`src/rtl/traffic_controller_mealy_pkg.sv`:
```
// Shared types and constants for the two-road Mealy traffic controller:
// FSM state encoding, lamp codes and request masks.
package traffic_pkg;

    typedef enum logic [1:0] {
        MAIN_GREEN  = 2'd0,
        MAIN_YELLOW = 2'd1,
        SIDE_GREEN  = 2'd2,
        SIDE_YELLOW = 2'd3
    } state_e;

    localparam logic [1:0] LAMP_RED = 2'b00;
    localparam logic [1:0] LAMP_YEL = 2'b01;
    localparam logic [1:0] LAMP_GRN = 2'b10;

    localparam logic [1:0] REQ_NONE = 2'b00;
    localparam logic [1:0] REQ_SIDE = 2'b01;
    localparam logic [1:0] REQ_PED  = 2'b10;

    function automatic logic [3:0] packLamps(input logic [1:0] mainLamp, input logic [1:0] sideLamp);
        return {mainLamp, sideLamp};
    endfunction

endpackage

```
`src/rtl/traffic_controller_mealy_if.sv`:
```
// Sensor/lamp bundle between the request sources and the controller.
// The master side drives tick and requests; the slave (controller) drives lamps.
interface traffic_controller_mealy_if;
    logic       en;
    logic [1:0] in;
    logic [3:0] o;

    modport master (output en, output in, input o);
    modport slave  (input en, input in, output o);
endinterface

```
`src/rtl/traffic_controller_mealy_timer.sv`:
```
// Saturating phase timer: counts enabled cycles up to limit_i and holds there;
// done_o flags that the current phase has reached its terminal count.
module phase_timer
    import traffic_pkg::*;
#(
    parameter int TW = 3
) (
    input  logic          clk,
    input  logic          res_n,
    input  logic          clear_i,
    input  logic          en_i,
    input  logic [TW-1:0] limit_i,
    output logic          done_o
);

    logic [TW-1:0] count_q;
    logic [TW-1:0] count_d;

    always_comb begin
        count_d = count_q;
        if (clear_i) begin
            count_d = '0;
        end else if (en_i && (count_q != limit_i)) begin
            count_d = count_q + TW'(1);
        end
    end

    always_ff @(posedge clk) begin
        if (!res_n) begin
            count_q <= '0;
        end else begin
            count_q <= count_d;
        end
    end

    assign done_o = (count_q == limit_i);

endmodule

```
`src/rtl/traffic_controller_mealy.sv`:
```
// Main/side traffic-light Mealy FSM: main rests on green, a request runs one
// yellow / side-green / yellow cycle, with early-yellow and gap-out decided combinationally.
module traffic_controller_mealy
    import traffic_pkg::*;
#(
    parameter int MIN_GREEN   = 4,
    parameter int YELLOW_TIME = 2,
    parameter int SIDE_MAX    = 6,
    parameter int TW          = 3
) (
    input  logic                       clk,
    input  logic                       res_n,
    traffic_controller_mealy_if.slave  bus
);

    localparam logic [TW-1:0] GREEN_LIM  = TW'(MIN_GREEN - 1);
    localparam logic [TW-1:0] YELLOW_LIM = TW'(YELLOW_TIME - 1);
    localparam logic [TW-1:0] SIDE_LIM   = TW'(SIDE_MAX - 1);

    state_e        state_q;
    state_e        state_d;
    logic [TW-1:0] limit;
    logic          timerDone;
    logic          req;
    logic          leaveGreen;
    logic          leaveSide;

    assign req        = |(bus.in & (REQ_SIDE | REQ_PED));
    assign leaveGreen = bus.en && req && timerDone;
    assign leaveSide  = bus.en && ((bus.in == REQ_NONE) || timerDone);

    always_comb begin
        case (state_q)
            MAIN_GREEN: limit = GREEN_LIM;
            SIDE_GREEN: limit = SIDE_LIM;
            default:    limit = YELLOW_LIM;
        endcase
    end

    // Timer restarts whenever the FSM is about to change phase.
    phase_timer #(.TW(TW)) u_timer (
        .clk     (clk),
        .res_n   (res_n),
        .clear_i (state_d != state_q),
        .en_i    (bus.en),
        .limit_i (limit),
        .done_o  (timerDone)
    );

    always_ff @(posedge clk) begin
        if (!res_n) begin
            state_q <= MAIN_GREEN;
        end else begin
            state_q <= state_d;
        end
    end

    always_comb begin
        state_d = state_q;
        case (state_q)
            MAIN_GREEN:  if (leaveGreen)             state_d = MAIN_YELLOW;
            MAIN_YELLOW: if (bus.en && timerDone)    state_d = SIDE_GREEN;
            SIDE_GREEN:  if (leaveSide)              state_d = SIDE_YELLOW;
            SIDE_YELLOW: if (bus.en && timerDone)    state_d = MAIN_GREEN;
            default:                                 state_d = MAIN_GREEN;
        endcase
    end

    // Mealy yellow terms are suppressed during reset so lamps follow the state alone.
    always_comb begin
        bus.o = packLamps(LAMP_GRN, LAMP_RED);
        case (state_q)
            MAIN_GREEN:  bus.o = (res_n && leaveGreen) ? packLamps(LAMP_YEL, LAMP_RED)
                                                       : packLamps(LAMP_GRN, LAMP_RED);
            MAIN_YELLOW: bus.o = packLamps(LAMP_YEL, LAMP_RED);
            SIDE_GREEN:  bus.o = (res_n && leaveSide)  ? packLamps(LAMP_RED, LAMP_YEL)
                                                       : packLamps(LAMP_RED, LAMP_GRN);
            SIDE_YELLOW: bus.o = packLamps(LAMP_RED, LAMP_YEL);
            default:     bus.o = packLamps(LAMP_GRN, LAMP_RED);
        endcase
    end

endmodule

```
`src/flat_wrapper.sv`:
```
// flat-port wrapper written by rule: the top's interface ports become plain ports
module traffic_controller_mealy_flat import traffic_pkg::*;
#(
    parameter int MIN_GREEN   = 4,
    parameter int YELLOW_TIME = 2,
    parameter int SIDE_MAX    = 6,
    parameter int TW          = 3
)
  (clk, res_n, bus_en, bus_in, bus_o);
  traffic_controller_mealy_if bus_i ();
  input  logic clk;
  input  logic res_n;
  input wire logic [$bits(bus_i.en)-1:0] bus_en;
  input wire logic [$bits(bus_i.in)-1:0] bus_in;
  output wire logic [$bits(bus_i.o)-1:0] bus_o;
  assign bus_i.en = bus_en;
  assign bus_i.in = bus_in;
  assign bus_o = bus_i.o;
  traffic_controller_mealy #(.MIN_GREEN(MIN_GREEN), .YELLOW_TIME(YELLOW_TIME), .SIDE_MAX(SIDE_MAX), .TW(TW)) u_core (.clk(clk), .res_n(res_n), .bus(bus_i));
endmodule
```
`config.mk`:
```
export PLATFORM = sky130hd
export DESIGN_NAME = traffic_controller_mealy_flat
export DESIGN_NICKNAME = d
export VERILOG_FILES = /design/src/rtl/traffic_controller_mealy_pkg.sv /design/src/rtl/traffic_controller_mealy_if.sv /design/src/rtl/traffic_controller_mealy_timer.sv /design/src/rtl/traffic_controller_mealy.sv /design/src/flat_wrapper.sv
export SDC_FILE = /design/constraint.sdc
export NUM_CORES = 1
export LEC_CHECK = 0
export ABC_CLOCK_PERIOD_IN_PS = 2600
export BUFFER_PORTS_ARGS = -buffer_cell sky130_fd_sc_hd__clkbuf_2
export CORE_AREA = 8 8 45 47
export CTS_BUF_LIST = sky130_fd_sc_hd__clkbuf_4 sky130_fd_sc_hd__clkbuf_8
export DETAILED_ROUTE_END_ITERATION = 6
export DIE_AREA = 0 0 53 55
export GPL_ROUTABILITY_DRIVEN = 0
export GPL_TIMING_DRIVEN = 0
export PLACE_DENSITY = 0.64
export SLEW_MARGIN = 5
export SYNTH_ARGS = -nofsm -noshare
export SYNTH_HDL_FRONTEND = slang
export SYNTH_HIERARCHICAL = 1
export SYNTH_SLANG_ARGS = --single-unit
```
`constraint.sdc`:
```
create_clock -name clk -period 2.6 [get_ports clk]
set_input_delay 0 -clock clk [delete_from_list [all_inputs] [get_ports clk]]
set_output_delay 0 -clock clk [all_outputs]
set_load 0.01 [all_outputs]
```
==> impl_metrics.env, run 1 <==
export IMPL_cts_buffers=3
export IMPL_final_area_um2=557
export IMPL_async_reset_ff_frac=0
export IMPL_vias=427
export IMPL_synthCells=56
export IMPL_ys_seq_area_frac=0.214
export IMPL_grt_max_degree=13
export IMPL_dp_hpwl_um=734
export IMPL_synth_top_area_share=0.214
export IMPL_via_per_inst=5.08
export IMPL_hp_class="input pin to flop"
export IMPL_grtUsageMet3=0.0294
export IMPL_antenna_found_initial=0
export IMPL_hold_ws_ps=56.8
export IMPL_max_freq_ghz=0.446
export IMPL_route_detailed_drc=0
export IMPL_synth_nets=62
export IMPL_cts_sinks=5
export IMPL_synth_area_mux_share=0.0214
export IMPL_io_pins=9
export IMPL_grt_pass1_vias=387
export IMPL_gr_usage_met2=0.111
export IMPL_fin_crit_ps=2240
export IMPL_use_met1=0.0881
export IMPL_grt_ovfl_total=0
export IMPL_clk_pin_slew_ps=50
export IMPL_ys_types=36
export IMPL_crit_path_start="u_core/state_q[0]$_SDFF_PN0_"
export IMPL_cts_tree="built"
export IMPL_top_usage_layer="met2"
export IMPL_synthAdderAreaFrac=0.0268
export IMPL_path_max_fanout=8
export IMPL_crit_arrival_ps=2370
export IMPL_place_ws_ps=378
export IMPL_cap_viol_max_count=0
export IMPL_fin_crit_sh=0.863
export IMPL_synth_top_family_by_area="simple AND/OR/NAND/NOR gates"
export IMPL_die_area_um2=2920
export IMPL_synth_warnings=6
export IMPL_diodes=0
export IMPL_area_growth_pct=19.3
export IMPL_htree_levels=1
export IMPL_start_util=0.337
export IMPL_drt_iter0_drc=12
export IMPL_criticalPathCategory="flop to flop"
export IMPL_synth_area_leaders="dfxtp_1 21%, xnor2_2 10%, nor3_4 3.5%"
export IMPL_grt_usage=0.0820
export IMPL_dp_cells=80
export IMPL_clk_latency_ps=250
export IMPL_nets=75
export IMPL_first_pass_iters=4
export IMPL_cts_root_buf="clkbuf_4"
export IMPL_synth_edf_count=0
export IMPL_place_area_um2=527
export IMPL_std_cell_rows=14
export IMPL_dieWidth_um=53
export IMPL_synth_simple_gate_area_share=0.365
export IMPL_post_cts_buffers=0
export IMPL_synth_xor_area_share=0.123
export IMPL_drive_gt1_frac=0.309
export IMPL_required_ps=2730
export IMPL_post_cts_resized=0
export IMPL_final_cells=84
export IMPL_ir_drop_mv=0.268
export IMPL_slew_violations=0
export IMPL_ctsHoldBuffers=0
export IMPL_setup_viol=0
export IMPL_synth_area_per_cell_um2=8.33
export IMPL_leakage_uw=0.000234
export IMPL_powerDensity_nw_per_um2=732
export IMPL_final_setup_tns_ps=0
export IMPL_r2r_start="u_core/state_q[0]$_SDFF_PN0_"
export IMPL_ys_ff_latch=5
export IMPL_synth_compound_area_frac=0.190
export IMPL_dieHeight_um=55
export IMPL_worstHoldStart="res_n"
export IMPL_synth_commonest_cells="5 x dfxtp_1, 4 x nand2_1, 3 x nand3_1, 3 x nor2_1, 3 x xnor2_2"
export IMPL_grt_pass1_wl_um=1650
export IMPL_critPathLaunchType="flop"
export IMPL_syn_area_um2=467
export IMPL_cts_path_max_buffers=2
export IMPL_routed_wl_um=988
export IMPL_fin_ws_ps=357
export IMPL_skew_ps=5.40
export IMPL_synth_most_common_cell="dfxtp_1"
export IMPL_coreArea_um2=1380
export IMPL_antenna_left=0
export IMPL_port_buffers=8
export IMPL_synth_ff_type="dfxtp_1"
export IMPL_routedWlPerCell_um=11.8
export IMPL_synth_top_cell_by_area="dfxtp_1"
export IMPL_worstSetupEndpointType="flop"
export IMPL_grt_setup_unrepaired="false"
export IMPL_hold_violations=0
export IMPL_outcome="finished clean"
==> cell type report <==
cell class                      count  area (µm²)
Timing Repair Buffer                8        40.0
Inverter                            2        7.51
Multi-Input combinational cell     47         343
Clock buffer                        4        30.0
Fill cell                         148         827
Buffer                              2        16.3
Tap cell                           16        20.0
Sequential cell                     5         100
==> power breakdown <==
group	internal (µW)	leakage (µW)	switching, µW
Combinational	91.0	0.000175	96.0
Clock	68.9	0.0000184	38.5
Sequential	93.2	0.0000409	20.1
Total	253	0.000234	155
==> worst max-delay path: stages (launching register included) <==
cell	delay [ps]
dfxtp_1	320
buf_6	130
and2b_2	250
xnor2_2	270
and3_2	280
mux2i_1	80
nor2b_1	160
nand2b_1	200
o22ai_1	80
or3b_1	360
==> kinds of logic after synthesis <==
kind of cell               after synthesis
AOI/OAI and AO/OA                       13
DFF                                      5
other                                    1
and+or+nand+nor                         27
adders and majority gates                1
xor gates and xnor gates                 4
muxes                                    1
buffers and inverters                    4
==> worst paths after layout <==
path                                                               end  slack (ps)  cells after the start
worst max-delay path            u_core/u_timer/count_q[0]$_SDFFE_PP0P_         360                      9
worst max register to register  u_core/u_timer/count_q[0]$_SDFFE_PP0P_         360                      9
worst min-delay path                      u_core/state_q[1]$_SDFF_PN0_          60                      3
worst min register to register  u_core/u_timer/count_q[2]$_SDFFE_PP0P_         520                      2
==> cell usage in the layout, fill, tap and decap left out, types with 2 or more instances in the layout <==
cell | Yosys | layout
clkbuf_2 | 1 | 9
xnor2_2 | 3 | 3
nand4_1 | 2 | 2
inv_1 | 2 | 2
dfxtp_1 | 5 | 5
and3_1 | 2 | 2
nor3_1 | 2 | 2
a21oi_1 | 2 | 2
nand2_1 | 4 | 4
a31oi_1 | 2 | 2
nand3_1 | 3 | 3
nand2b_1 | 2 | 2
clkbuf_4 | 0 | 4
nor2_1 | 3 | 3
==> metrics by stage <==
stage / power (µW) / util
floorplan: 260 / -
global placement: 298 / 0.381
detailed placement: 301 / 0.381
CTS: 414 / 0.402
global route: 445 / 0.402
finish: 408 / 0.402
==> flip-flops by register name, indices dropped and copies added, names as in the netlist <==
signal and count:
u_core/state_q 2, u_core/u_timer/count_q 3
==> layer usage <==
layer	share of wire	vias up
met1	0.45	186
li1	-	227
met2	0.47	12
met5	0	-
met3	0.059	2
met4	0.021	0
No activity file was read; power rests on OpenSTA's default activity.
==> run 2: changes to the inputs <==
--- a/config.mk
+++ b/config.mk
@@ -5,7 +5,7 @@
 export SDC_FILE = /design/constraint.sdc
 export NUM_CORES = 1
 export LEC_CHECK = 0
-export ABC_CLOCK_PERIOD_IN_PS = 2600
+export ABC_CLOCK_PERIOD_IN_PS = 2800
 export BUFFER_PORTS_ARGS = -buffer_cell sky130_fd_sc_hd__clkbuf_2
 export CORE_AREA = 8 8 45 47
 export CTS_BUF_LIST = sky130_fd_sc_hd__clkbuf_4 sky130_fd_sc_hd__clkbuf_8
@@ -13,7 +13,9 @@
 export DIE_AREA = 0 0 53 55
 export GPL_ROUTABILITY_DRIVEN = 0
 export GPL_TIMING_DRIVEN = 0
+export HOLD_SLACK_MARGIN = 0.03
 export PLACE_DENSITY = 0.64
+export RECOVER_POWER = 50
 export SLEW_MARGIN = 5
 export SYNTH_ARGS = -nofsm -noshare
 export SYNTH_HDL_FRONTEND = slang
==> constraint.sdc (replaced) <==
create_clock -name clk -period 2.8 [get_ports clk]
set_input_delay 0 -clock clk [delete_from_list [all_inputs] [get_ports clk]]
set_output_delay 0 -clock clk [all_outputs]
set_load 0.01 [all_outputs]
==> impl_metrics.env, run 2 (synthesis results as in run 1) <==
export IMPL_outcome="finished clean"
export IMPL_die_area_um2=2920
export IMPL_setup_viol=0
export IMPL_leakage_uw=0.000234
export IMPL_area_growth_pct=17.4
export IMPL_final_common_cell="clkbuf_2"
export IMPL_fillers=147
export IMPL_post_cts_buffers=0
export IMPL_grt_pass1_wl_um=1650
export IMPL_crit_path_top_delay_cell="xnor2_1"
export IMPL_grt_pass1_vias=387
export IMPL_top_usage_layer="met2"
export IMPL_critPathLaunchType="flop"
export IMPL_grtUsageMet3=0.0294
export IMPL_cp_top_family="simple AND/OR/NAND/NOR gates"
export IMPL_cts_sinks=5
export IMPL_cts_buffers=3
export IMPL_worstHoldStart="res_n"
export IMPL_grt_setup_unrepaired="false"
export IMPL_final_setup_tns_ps=0
export IMPL_routed_wl_um=985
export IMPL_r2r_end="u_core/u_timer/count_q[0]$_SDFFE_PP0P_"
export IMPL_skew_ps=5.30
export IMPL_use_met1=0.0881
export IMPL_cts_root_buf="clkbuf_4"
export IMPL_std_cell_rows=14
export IMPL_coreArea_um2=1380
export IMPL_fin_crit_ps=2410
export IMPL_required_ps=2930
export IMPL_nets=75
export IMPL_via_per_inst=5.07
export IMPL_ir_drop_mv=0.249
export IMPL_final_cell_mix="9 x clkbuf_2, 5 x dfxtp_1, 4 x clkbuf_4, 4 x nand2_1"
export IMPL_hold_path_end="u_core/state_q[1]$_SDFF_PN0_"
export IMPL_start_util=0.337
export IMPL_first_pass_iters=4
export IMPL_vias=426
export IMPL_route_detailed_drc=0
export IMPL_post_cts_resized=0
export IMPL_grt_ovfl_total=0
export IMPL_port_buffers=8
export IMPL_hp_class="input pin to flop"
export IMPL_grt_usage=0.0820
export IMPL_clk_latency_ps=250
export IMPL_io_pins=9
export IMPL_crit_arrival_ps=2540
export IMPL_grt_max_degree=13
export IMPL_dieHeight_um=55
export IMPL_powerDensity_nw_per_um2=687
export IMPL_max_stage_delay_ps=400
export IMPL_routedWlPerCell_um=11.7
export IMPL_drive_gt1_frac=0.279
export IMPL_hold_violations=0
export IMPL_worstSetupEndpointType="flop"
export IMPL_gr_usage_met2=0.111
export IMPL_path_cells="buf_6 > and2b_2 > xnor2_1 > and3_1 > mux2i_1 > nor2b_1 > nand2b_1 > o22ai_1 > or3b_1"
export IMPL_r2r_start="u_core/state_q[0]$_SDFF_PN0_"
export IMPL_slew_violations=0
export IMPL_largest_reg_flops=3
export IMPL_cts_path_max_buffers=2
export IMPL_hold_ws_ps=57.2
export IMPL_max_freq_ghz=0.415
export IMPL_worstHoldPathCells=3
export IMPL_dieWidth_um=53
export IMPL_critPathBufInv=1
export IMPL_htree_levels=1
export IMPL_cap_viol_max_count=0
export IMPL_rr_worst_depth=9
export IMPL_reg_top3="u_core/u_timer/count_q (3), u_core/state_q (2)"
export IMPL_criticalPathCategory="flop to flop"
export IMPL_path_max_fanout=8
export IMPL_antenna_left=0
export IMPL_fin_crit_sh=0.861
export IMPL_drt_iter0_drc=15
export IMPL_diodes=0
export IMPL_ctsHoldBuffers=0
export IMPL_dp_hpwl_um=734
export IMPL_clk_pin_slew_ps=50
export IMPL_antenna_found_initial=0
export IMPL_r2r_setup_slack_ps=390
export IMPL_cts_tree="built"
export IMPL_largest_register="u_core/u_timer/count_q"
[run 2: worst reg2reg max path, delay by kind of cell, from the launching register on]
kind / cells / cell delay (ps)
buffers and inverters: 1 / 130
and+or+nand+nor: 5 / 1270
muxes: 1 / 90
AOI/OAI and AO/OA: 1 / 80
xor gates and xnor gates: 1 / 400
DFF: 1 / 320
[run 2: through the flow]
step	setup WS, ps	utilization	total power (µW)	cell area (µm²)	instances
after CTS	559	0.402	384	557	84
after floorplan	814	-	241	467	56
final	389	0.396	376	548	84
after detailed placement	578	0.381	279	527	80
after global routing	214	0.396	410	548	84
after global placement	595	0.381	277	527	80
[run 2: final cells by class]
cell class	instances	area, µm²	area share
flip-flops and latches	5	100	0.183
clock buffers	4	30.0	0.0548
inverters	2	7.51	0.0137
plain buffers	2	16.3	0.0297
multi-input cells	47	334	0.610
well taps	16	20.0	0.0365
repair buffers	8	40.0	0.0731
[run 2: worst max-delay path by stage]
stage | start | endpoint | slack [ps] | cells past startpoint
after floorplan | u_core/state_q[0]$_SDFF_PN0_ | u_core/u_timer/count_q[0]$_SDFFE_PP0P_ | 810 | 9
after global placement | u_core/state_q[0]$_SDFF_PN0_ | u_core/u_timer/count_q[0]$_SDFFE_PP0P_ | 590 | 9
after detailed placement | u_core/state_q[0]$_SDFF_PN0_ | u_core/u_timer/count_q[0]$_SDFFE_PP0P_ | 580 | 9
after CTS | u_core/state_q[0]$_SDFF_PN0_ | u_core/u_timer/count_q[0]$_SDFFE_PP0P_ | 560 | 9
after global routing | u_core/state_q[0]$_SDFF_PN0_ | u_core/u_timer/count_q[0]$_SDFFE_PP0P_ | 210 | 9
final | u_core/state_q[0]$_SDFF_PN0_ | u_core/u_timer/count_q[0]$_SDFFE_PP0P_ | 390 | 9
[run 2: where the power goes]
group	total [µW]	switching (µW)	internal, µW
sequential	105	18.3	86.5
combinational	172	89.3	82.4
clock	99.8	35.9	64.0
total	376	143	233
[run 2: per-layer routing]
layer / vias to the layer above / share of wire
li1: 227 / -
met1: 187 / 0.44
met2: 10 / 0.48
met3: 2 / 0.052
met4: 0 / 0.021
met5: - / 0
